File: config.mk
export PLATFORM = sky130hd
export DESIGN_NAME = sdram_arbiter_rr
export DESIGN_NICKNAME = d
export VERILOG_FILES = /design/src/rtl/sdram_arbiter_rr_pkg.sv /design/src/rtl/sdram_arbiter_rr_picker.sv /design/src/rtl/sdram_arbiter_rr.sv
export SDC_FILE = /design/constraint.sdc
export NUM_CORES = 1
export LEC_CHECK = 0
export ABC_CLOCK_PERIOD_IN_PS = 1800
export CAP_MARGIN = 20
export CORE_AREA = 2 2 158 160
export DETAILED_ROUTE_END_ITERATION = 8
export DIE_AREA = 0 0 160 162
export SETUP_SLACK_MARGIN = 0.2
export SYNTH_ARGS = -nofsm -noshare
export SYNTH_HDL_FRONTEND = slang
export SYNTH_SLANG_ARGS = --single-unit
File: constraint.sdc
create_clock -name clock -period 1.8 [get_ports clock]
set_input_delay 0.36 -clock clock [delete_from_list [all_inputs] [get_ports clock]]
set_output_delay 0.36 -clock clock [all_outputs]
set_load 0.005 [all_outputs]
File: src/rtl/sdram_arbiter_rr_pkg.sv
// Shared constants, slot record and id helper for the SDRAM request arbiter.
// Id 0 on the controller side means "no request"; master i travels as id i+1.
package sdram_arb_pkg;

  localparam int SDRAM_ARB_NUM_MASTERS = 4;
  localparam int SDRAM_ARB_ADDR_W      = 26;
  localparam int SDRAM_ARB_DATA_W      = 32;
  localparam int SDRAM_ARB_BE_W        = SDRAM_ARB_DATA_W / 8;
  localparam int SDRAM_ARB_ID_W        = $clog2(SDRAM_ARB_NUM_MASTERS + 1);

  localparam int SDRAM_ID_IDLE = 0;

  typedef struct packed {
    logic [SDRAM_ARB_ID_W-1:0]   id;
    logic [SDRAM_ARB_ADDR_W-1:0] addr;
    logic                        write;
    logic                        burst;
    logic [SDRAM_ARB_BE_W-1:0]   byte_enable;
    logic [SDRAM_ARB_DATA_W-1:0] wdata;
  } sdram_slot_t;

  function automatic int id_of(input int index);
    return index + 1;
  endfunction

endpackage

File: src/rtl/sdram_arbiter_rr_picker.sv
// Winner selection among N requesters. Round-robin starting after last_grant_i
// when SDRAM_ARB_ROUND_ROBIN_EN is defined, otherwise lowest index wins.
module arb_rr_picker
  import sdram_arb_pkg::*;
#(
  parameter  int N     = 4,
  localparam int IDX_W = (N > 1) ? $clog2(N) : 1
) (
  input  logic [N-1:0]     req_i,
`ifdef SDRAM_ARB_ROUND_ROBIN_EN
  input  logic [IDX_W-1:0] last_grant_i,
`endif
  output logic [N-1:0]     grant_o,
  output logic [IDX_W-1:0] index_o
);

  // Walk candidates in priority order; the first requester seen takes the grant.
  always_comb begin : pick_b
    logic             taken;
    logic [IDX_W-1:0] cand;
    taken   = 1'b0;
    cand    = '0;
    grant_o = '0;
    index_o = '0;
    for (int k = 0; k < N; k++) begin
`ifdef SDRAM_ARB_ROUND_ROBIN_EN
      cand = IDX_W'((int'(last_grant_i) + 1 + k) % N);
`else
      cand = IDX_W'(k);
`endif
      grant_o[cand] = req_i[cand] & ~taken;
      index_o       = (req_i[cand] && !taken) ? cand : index_o;
      taken         = taken | req_i[cand];
    end
  end

endmodule

File: src/rtl/sdram_arbiter_rr.sv
// N-master arbiter holding one registered request slot toward the SDRAM controller.
// Define SDRAM_ARB_ROUND_ROBIN_EN for round-robin; default build is fixed priority.
module sdram_arbiter_rr
  import sdram_arb_pkg::*;
#(
  parameter  int NUM_MASTERS = 4,
  parameter  int ADDR_W      = 26,
  parameter  int DATA_W      = 32,
  localparam int ID_W        = $clog2(NUM_MASTERS + 1),
  localparam int BE_W        = DATA_W / 8
) (
  input  logic                                clock,
  input  logic                                reset,
  output logic [ID_W-1:0]                     sdram_req,
  output logic [ADDR_W-1:0]                   sdram_addr,
  output logic                                sdram_write,
  output logic                                sdram_burst,
  output logic [BE_W-1:0]                     sdram_byte_enable,
  output logic [DATA_W-1:0]                   sdram_wdata,
  input  logic                                sdram_ack,
  input  logic [DATA_W-1:0]                   sdram_rdata,
  input  logic [ID_W-1:0]                     sdram_rdvalid,
  input  logic                                sdram_complete,
  input  logic [NUM_MASTERS-1:0]              m_request,
  input  logic [NUM_MASTERS-1:0][ADDR_W-1:0]  m_addr,
  input  logic [NUM_MASTERS-1:0]              m_write,
  input  logic [NUM_MASTERS-1:0]              m_burst,
  input  logic [NUM_MASTERS-1:0][BE_W-1:0]    m_byte_enable,
  input  logic [NUM_MASTERS-1:0][DATA_W-1:0]  m_wdata,
  output logic [NUM_MASTERS-1:0]              m_ack,
  output logic [DATA_W-1:0]                   m_rdata,
  output logic [NUM_MASTERS-1:0]              m_rdvalid,
  output logic [NUM_MASTERS-1:0]              m_complete,
  output logic                                protocol_error
);

  localparam int IDX_W = (NUM_MASTERS > 1) ? $clog2(NUM_MASTERS) : 1;

  logic [ID_W-1:0]   req_q,   req_d;
  logic [ADDR_W-1:0] addr_q,  addr_d;
  logic              write_q, write_d;
  logic              burst_q, burst_d;
  logic [BE_W-1:0]   be_q,    be_d;
  logic [DATA_W-1:0] wdata_q, wdata_d;
  logic              err_q,   err_d;

  logic                   slot_free_s;
  logic                   grant_en_s;
  logic                   ack_idle_s;
  logic                   rdvalid_bad_s;
  logic [NUM_MASTERS-1:0] pick_grant_s;
  logic [IDX_W-1:0]       pick_index_s;

`ifdef SDRAM_ARB_ROUND_ROBIN_EN
  logic [IDX_W-1:0] last_grant_q, last_grant_d;
`endif

  arb_rr_picker #(
    .N (NUM_MASTERS)
  ) u_picker (
    .req_i        (m_request),
`ifdef SDRAM_ARB_ROUND_ROBIN_EN
    .last_grant_i (last_grant_q),
`endif
    .grant_o      (pick_grant_s),
    .index_o      (pick_index_s)
  );

  // An ack frees the slot in the same cycle, so a waiting master refills it without a bubble.
  assign slot_free_s   = (req_q == ID_W'(SDRAM_ID_IDLE)) | sdram_ack;
  assign grant_en_s    = slot_free_s & (|m_request) & ~reset;
  assign ack_idle_s    = sdram_ack & (req_q == ID_W'(SDRAM_ID_IDLE));
  assign rdvalid_bad_s = (sdram_rdvalid > ID_W'(NUM_MASTERS));

  assign m_ack = grant_en_s ? pick_grant_s : '0;

  // Slot next state: load the winner, clear on an ack with nobody waiting, else hold.
  always_comb begin
    req_d   = req_q;
    addr_d  = addr_q;
    write_d = write_q;
    burst_d = burst_q;
    be_d    = be_q;
    wdata_d = wdata_q;
    err_d   = err_q | ack_idle_s | rdvalid_bad_s;
`ifdef SDRAM_ARB_ROUND_ROBIN_EN
    last_grant_d = last_grant_q;
`endif
    if (grant_en_s) begin
      req_d   = ID_W'(id_of(int'(pick_index_s)));
      addr_d  = m_addr[pick_index_s];
      write_d = m_write[pick_index_s];
      burst_d = m_burst[pick_index_s];
      be_d    = m_byte_enable[pick_index_s];
      wdata_d = m_wdata[pick_index_s];
`ifdef SDRAM_ARB_ROUND_ROBIN_EN
      last_grant_d = pick_index_s;
`endif
    end else if (sdram_ack) begin
      req_d   = ID_W'(SDRAM_ID_IDLE);
      addr_d  = '0;
      write_d = 1'b0;
      burst_d = 1'b0;
      be_d    = '0;
      wdata_d = '0;
    end else begin
      req_d = req_q;
    end
  end

  // Slot and error registers; reset drops any request in flight.
  always_ff @(posedge clock) begin
    if (reset) begin
      req_q   <= ID_W'(SDRAM_ID_IDLE);
      addr_q  <= '0;
      write_q <= 1'b0;
      burst_q <= 1'b0;
      be_q    <= '0;
      wdata_q <= '0;
      err_q   <= 1'b0;
`ifdef SDRAM_ARB_ROUND_ROBIN_EN
      last_grant_q <= IDX_W'(NUM_MASTERS - 1);
`endif
    end else begin
      req_q   <= req_d;
      addr_q  <= addr_d;
      write_q <= write_d;
      burst_q <= burst_d;
      be_q    <= be_d;
      wdata_q <= wdata_d;
      err_q   <= err_d;
`ifdef SDRAM_ARB_ROUND_ROBIN_EN
      last_grant_q <= last_grant_d;
`endif
    end
  end

  // Read return is purely combinational and stays live through reset.
  always_comb begin
    m_rdvalid = '0;
    for (int i = 0; i < NUM_MASTERS; i++) begin
      m_rdvalid[i] = (sdram_rdvalid == ID_W'(id_of(i)));
    end
  end

  assign m_complete = m_rdvalid & {NUM_MASTERS{sdram_complete}};
  assign m_rdata    = sdram_rdata;

  assign sdram_req         = req_q;
  assign sdram_addr        = addr_q;
  assign sdram_write       = write_q;
  assign sdram_burst       = burst_q;
  assign sdram_byte_enable = be_q;
  assign sdram_wdata       = wdata_q;
  assign protocol_error    = err_q;

endmodule

==> metrics.md, run 1 <==
| Metric | Value |
|---|---|
| Final hold violations | `0` |
| Post-DR vias/cell | `4.98` |
| Most used DFF post-synth | `dfxtp_1` |
| Final GP Congestion | `0.775` |
| Worst reg2reg startpoint | `sdram_req[0]` |
| Tcrit/Tclk final | `112%` |
| Worst hold start | `sdram_wdata[5]` |
| Clock power share | `35.7%` |
| Final setup margin | `-0.216 ns` |
| Worst Hold Class | `reg -> reg` |
| Antenna violations before repair | `0` |
| Reg2reg end | `sdram_addr[1]` |
| Final hold slack | `0.515 ns` |
| Clock root cell | `clkbuf_16` |
| H-tree depth | `3` |
| Drt first pass iters | `8` |
| Final instance area | `9320 um2` |
| DR iter-0 viols | `549` |
| Tmin final | `2.02 ns` |
| IO buf count | `346` |
| Final Util | `38.6%` |
| Data required time of the worst path | `1.44 ns` |
| FFs w/ async S/R, synth | `0%` |
| Skew final | `0.00643 ns` |
| Via count | `5603` |
| I/O Pins | `411` |
| Post-synth EDFFs | `0` |
| Hold path cells | `2` |
| Sequential area share after synthesis | `31.2%` |
| Mapped Nets | `759` |
| Outcome | `finished with violations` |
| Yosys warns | `0` |
| Synth top cells by count | `dfxtp_1, a21oi_1, a222oi_1` |
| Area of the core | `24100 um2` |
| Chip Width | `160 um` |
| M2 GR Usage | `31.7%` |
| Synth top area cells | `dfxtp_1, a222oi_1, a211oi_2` |
| CTS Sinks | `68` |
| Gr ovfl total | `0` |
| Max Cap Violations | `0` |
| Layout cells sized above 1 | `24.2%` |
| Final Max Slew Viols | `0` |
| Leading area contributor after synthesis | `dfxtp_1` |
| Post-Syn Area per Cell | `9.47 um2` |
| Ant. Diodes | `0` |
| Num CTS Buffers | `9` |
| Top Usage Layer GRT | `met2` |
| Pin count of the biggest net entering global routing | `68` |
| Worst EP arrival | `1.66 ns` |
| Layout area overhead | `114%` |
| Switching pwr | `1660 uW` |
| Internal power | `4350 uW` |
| CTS Buffer Depth | `2` |
| Critical Path Sink Type | `output port` |
| Sw Ratio | `27.6%` |
| Fmax | `496 MHz` |
| Flops & latches, synth | `68` |
| Yosys cell types | `28` |
| Met1 GRT Util | `19.1%` |
| RSZ-0062 raised after global routing | `yes` |
| Placed cell areas | `8150 um2` |
| DIE HEIGHT | `162 um` |
| Vias in the first global route | `5764` |
| Failing checks | `negative setup slack` |
| Relative slew slack | `67.5%` |
| Detailed placement HPWL | `17000 um` |
| Post-Syn Instances | `460` |
| Clock latency on the worst-skew pair | `0.34 ns` |
| Critical path class | `reg -> out` |
| Residual DRC count | `0` |
| Worst reg-to-reg setup slack | `-0.18 ns` |
| GRT Util Overall | `17.5%` |
| Setup TNS Final | `-7.82 ns` |
| Most frequent cell after synthesis | `dfxtp_1` |
| Clock-pin slew on the worst setup and hold paths | `0.06 ns` |
| Worst Hold End | `sdram_wdata[5]` |
| Part of the power in combinational logic | `35.8%` |
| Worst slew pin tran | `0.487 ns` |
| Place WS | `-0.460 ns` |
| DRT antenna net count | `0` |
| PwrDens | `645 nW/um2` |
| Site Rows | `57` |
| Post-synth top area share | `31.2%` |
| CTS tree | `yes` |
| Maximum VDD drop | `0.372 mV` |
| Grt met3 use | `5.64%` |
| Initial Util | `18.1%` |
| First-pass GRT wire length | `34600 um` |
| Final setup viols | `68` |
| Worst r2r path cells | `8` |
| Crit-path max FO | `3` |
| Routed len/inst | `21.5 um` |
| Flop pwr share | `28.5%` |
| Routed wire length | `24200 um` |
| Lkg Pwr | `0.00375 uW` |
| Die ar. | `25900 um2` |
| Final net count | `1096` |
| Startpoint types | `register` |
| Synthesized area | `4360 um2` |
-- layout by cell type (no fill, tap or decap), types with 4 or more instances in the layout --
| cell | count |
|---|---|
| dlygate4sd2_1 | 19 |
| buf_6 | 14 |
| a211oi_1 | 10 |
| a222oi_1 | 64 |
| and2_1 | 5 |
| buf_4 | 37 |
| a21oi_1 | 50 |
| buf_16 | 7 |
| a21oi_4 | 4 |
| nor2_1 | 5 |
| a22o_1 | 63 |
| buf_8 | 6 |
| clkdlybuf4s50_1 | 295 |
| dfxtp_2 | 8 |
| dlymetal6s2s_1 | 23 |
| clkbuf_16 | 11 |
| buf_12 | 16 |
| a211oi_2 | 54 |
| buf_2 | 4 |
| a21oi_2 | 12 |
| dfxtp_1 | 60 |
-- power groups by stage --
stage	Sequential, uW	Clock (uW)	Combinational (uW)
global placement	1730	0	1840
global route	1720	2270	2290
CTS	1710	2210	2040
floorplan	1740	0	780
finish	1710	2140	2150
detailed placement	1730	0	1840
-- timing repair --
action	in CTS	in global routing
endpoints found under the setup margin	91	91
hold buffers	0	0
gates cloned	7	2
pin swaps	13	19
gates resized for setup	86	63
buffers inserted	18	9
-- through the flow --
stage	std cells	power, uW
2_1_floorplan	460	2520
3_3_place_gp	1074	3580
3_5_place_dp	1074	3570
4_1_cts	1115	5960
5_1_grt	1126	6280
6_report	1126	6010
-- per-layer routing --
metal | routed length [um] | share of wire (%) | vias up
met1 | 9190 | 38 | 2653
li1 | - | - | 2572
met5 | 0 | 0 | -
met3 | 2190 | 9.0 | 32
met2 | 12100 | 50 | 346
met4 | 660 | 2.7 | 0
-- area by class of cell --
cell class                      count  area (um2)
Fill cell                        2443       14800
Timing Repair Buffer              424        4520
Multi-Input combinational cell    292        2660
Sequential cell                    68        1370
Tap cell                          324         405
Clock buffer                       10         239
Clock inverter                      6         111
Inverter                            2        7.51
-- cell families after synthesis --
family / after synthesis / share of synthesized area (%)
AO/OA/AOI/OAI: 264 / 52.6
buffers and inverters: 100 / 12.6
flip-flops: 68 / 31.2
AND/OR/NAND/NOR: 28 / 3.62
-- worst max-delay path: stages, from the launching register on --
cell and delay (ns):
dfxtp_2 0.32, or3_4 0.41, a21oi_4 0.18, buf_6 0.12, and3_4 0.20, buf_6 0.09
-- registers in the layout, summed over array words and instances, names as in the netlist --
name	flops
sdram_wdata	32
sdram_addr	26
sdram_byte_enable	4
sdram_req	3
protocol_error	1
sdram_burst	1
sdram_write	1
-- worst max-delay path by stage --
stage                      start         endpoint  slack (ns)  cells after the start
floorplan           sdram_req[2]    sdram_addr[5]        0.18                      6
global placement       sdram_ack         m_ack[2]       -0.44                      5
detailed placement  m_request[1]  sdram_wdata[30]       -0.46                      6
CTS                 sdram_req[0]         m_ack[3]       -0.21                      5
global route        sdram_req[0]         m_ack[3]       -0.26                      5
finish              sdram_req[0]         m_ack[3]       -0.22                      5
Note: power is estimated with default switching activity, not from simulation.
==> run 2: changes to the inputs <==
--- a/config.mk
+++ b/config.mk
@@ -10,6 +10,7 @@
 export CORE_AREA = 2 2 158 160
 export DETAILED_ROUTE_END_ITERATION = 8
 export DIE_AREA = 0 0 160 162
+export PLACE_DENSITY_LB_ADDON = 0.08
 export SETUP_SLACK_MARGIN = 0.2
 export SYNTH_ARGS = -nofsm -noshare
 export SYNTH_HDL_FRONTEND = slang
==> run 2 against run 1 <==
Net effect: the run still ends with negative setup slack left; worst setup slack gained 0.012 ns; clock power shrank 4%; utilization shrank 1.2 points; global-route usage shrank 0.64 points; sequential power is essentially flat; clock-buffer cell count shrank 1; via count shrank 3.4%; flip-flop and latch count is the same; wire length shrank 3.0%; die area is the same; critical endpoint is now sdram_wdata[24]; largest power group is now the clock network.
==> metrics.md, run 2 (synthesis gave the netlist of run 1 again) <==
| Metric | Value |
|---|---|
| Final setup viols | `68` |
| RSZ-0062 raised after global routing | `yes` |
| Final hold violations | `0` |
| Post-DR vias/cell | `4.87` |
| DIE HEIGHT | `162 um` |
| Initial Util | `18.1%` |
| I/O Pins | `411` |
| Drt first pass iters | `8` |
| Register Area | `1370 um2` |
| Final instance area | `9020 um2` |
| Startpoint types | `register` |
| Worst slew pin tran | `0.473 ns` |
| Die ar. | `25900 um2` |
| Fmax | `499 MHz` |
| Pin count of the biggest net entering global routing | `69` |
| Layout area overhead | `107%` |
| IO buf count | `346` |
| Area of the core | `24100 um2` |
| Final net count | `1083` |
| Tmin final | `2.00 ns` |
| Ant. Diodes | `0` |
| Routed wire length | `23400 um` |
| Filler cells | `2476` |
| Hold buffers post-CTS | `0` |
| Critical path class | `reg -> reg` |
| Maximum VDD drop | `0.258 mV` |
| Crit-path max FO | `6` |
| Clock root cell | `clkbuf_16` |
| Clock-pin slew on the worst setup and hold paths | `0.06 ns` |
| Skew final | `0.00626 ns` |
| Setup TNS Final | `-10.32 ns` |
| DR iter-0 viols | `524` |
| Tcrit/Tclk final | `111%` |
| CTS tree | `yes` |
| Clock latency on the worst-skew pair | `0.34 ns` |
| Routed len/inst | `21.1 um` |
| Final GP Congestion | `0.863` |
| GRT Util Overall | `16.8%` |
| Outcome | `finished with violations` |
| Final Max Slew Viols | `0` |
| Via count | `5415` |
| Vias in the first global route | `5571` |
| Layout cells sized above 1 | `22.1%` |
| CTS Buffer Depth | `2` |
| Relative slew slack | `68.5%` |
| First-pass GRT wire length | `33500 um` |
| Worst Hold Class | `reg -> reg` |
| PwrDens | `643 nW/um2` |
| CTS Sinks | `68` |
| Chip Width | `160 um` |
| Commonest non-fill, non-tap cell in the layout | `clkdlybuf4s50_1` |
| DRT antenna net count | `0` |
| Worst EP arrival | `2.26 ns` |
| Residual DRC count | `0` |
| Failing checks | `negative setup slack` |
| Critical Path Sink Type | `register` |
| Max Cap Violations | `0` |
| Multi-input logic area | `2580 um2` |
| Num CTS Buffers | `9` |
| Most frequent cells in the layout | `clkdlybuf4s50_1, a222oi_1, a22o_1` |
| Site Rows | `57` |
| Antenna violations before repair | `2` |
| Detailed placement HPWL | `17100 um` |
| Lkg Pwr | `0.00350 uW` |
| Placed cell areas | `8150 um2` |
| Gr ovfl total | `0` |
| Max FFs per register | `32` |
| Final setup margin | `-0.204 ns` |
| H-tree depth | `3` |
| Data required time of the worst path | `2.06 ns` |
## run 2: worst max-delay path, cell delays in order (launching register included)
cell      delay [ns]
dfxtp_2         0.32
or3_4           0.41
buf_6           0.13
buf_6           0.11
a221oi_4        0.29
buf_4           0.17
buf_12          0.14
buf_16          0.12
a21oi_1         0.04
a211oi_2        0.19
## run 2: report_power, final
| part | switching (uW) | leakage, uW | internal (uW) |
|---|---|---|---|
| clock | 710 | 0.000161 | 1350 |
| sequential | 71.8 | 0.000565 | 1630 |
| combinational | 785 | 0.00277 | 1250 |
| total | 1570 | 0.00350 | 4240 |
## run 2: through the flow
step	power (uW)	hold WS, ns	setup WS, ns	utilization, %	instances
finish	5800	0.515	-0.204	37.4	1113
global route	6070	0.539	-0.287	37.4	1113
CTS	5830	0.516	-0.257	36.4	1105
detailed placement	3590	0.510	-0.471	33.8	1074
global placement	3570	0.502	-0.431	33.8	1074
floorplan	2520	0.446	0.180	-	460
## run 2: final cells by class
cell class              count  share of cell area (%)
repair buffers            411                    47.8
flip-flops and latches     68                    15.2
clock buffers               9                    2.50
well taps                 324                    4.49
inverters                   2                  0.0832
multi-input cells         292                    28.6
clock inverters             7                    1.28
## run 2: final timing paths
check	to	slack (ns)	cells past startpoint	start
min	sdram_addr[14]	0.52	2	sdram_addr[14]
max	sdram_wdata[24]	-0.20	9	sdram_req[1]
min reg2reg	sdram_addr[14]	0.52	2	sdram_addr[14]
max reg2reg	sdram_wdata[24]	-0.20	9	sdram_req[1]
## run 2: timing repair
action,CTS,global route
resized for setup,73,42
setup endpoints to repair,94,87
setup buffers,10,4
cloned,5,4
pin swaps,16,12
## run 2: layer usage
metal / global-route usage [%] / routed length, um / up-vias
met5: 0 / 14 / -
met4: 5.04 / 408 / 2
met3: 5.16 / 1970 / 25
met2: 30.9 / 12100 / 267
met1: 18.7 / 8920 / 2584
li1: - / - / 2537
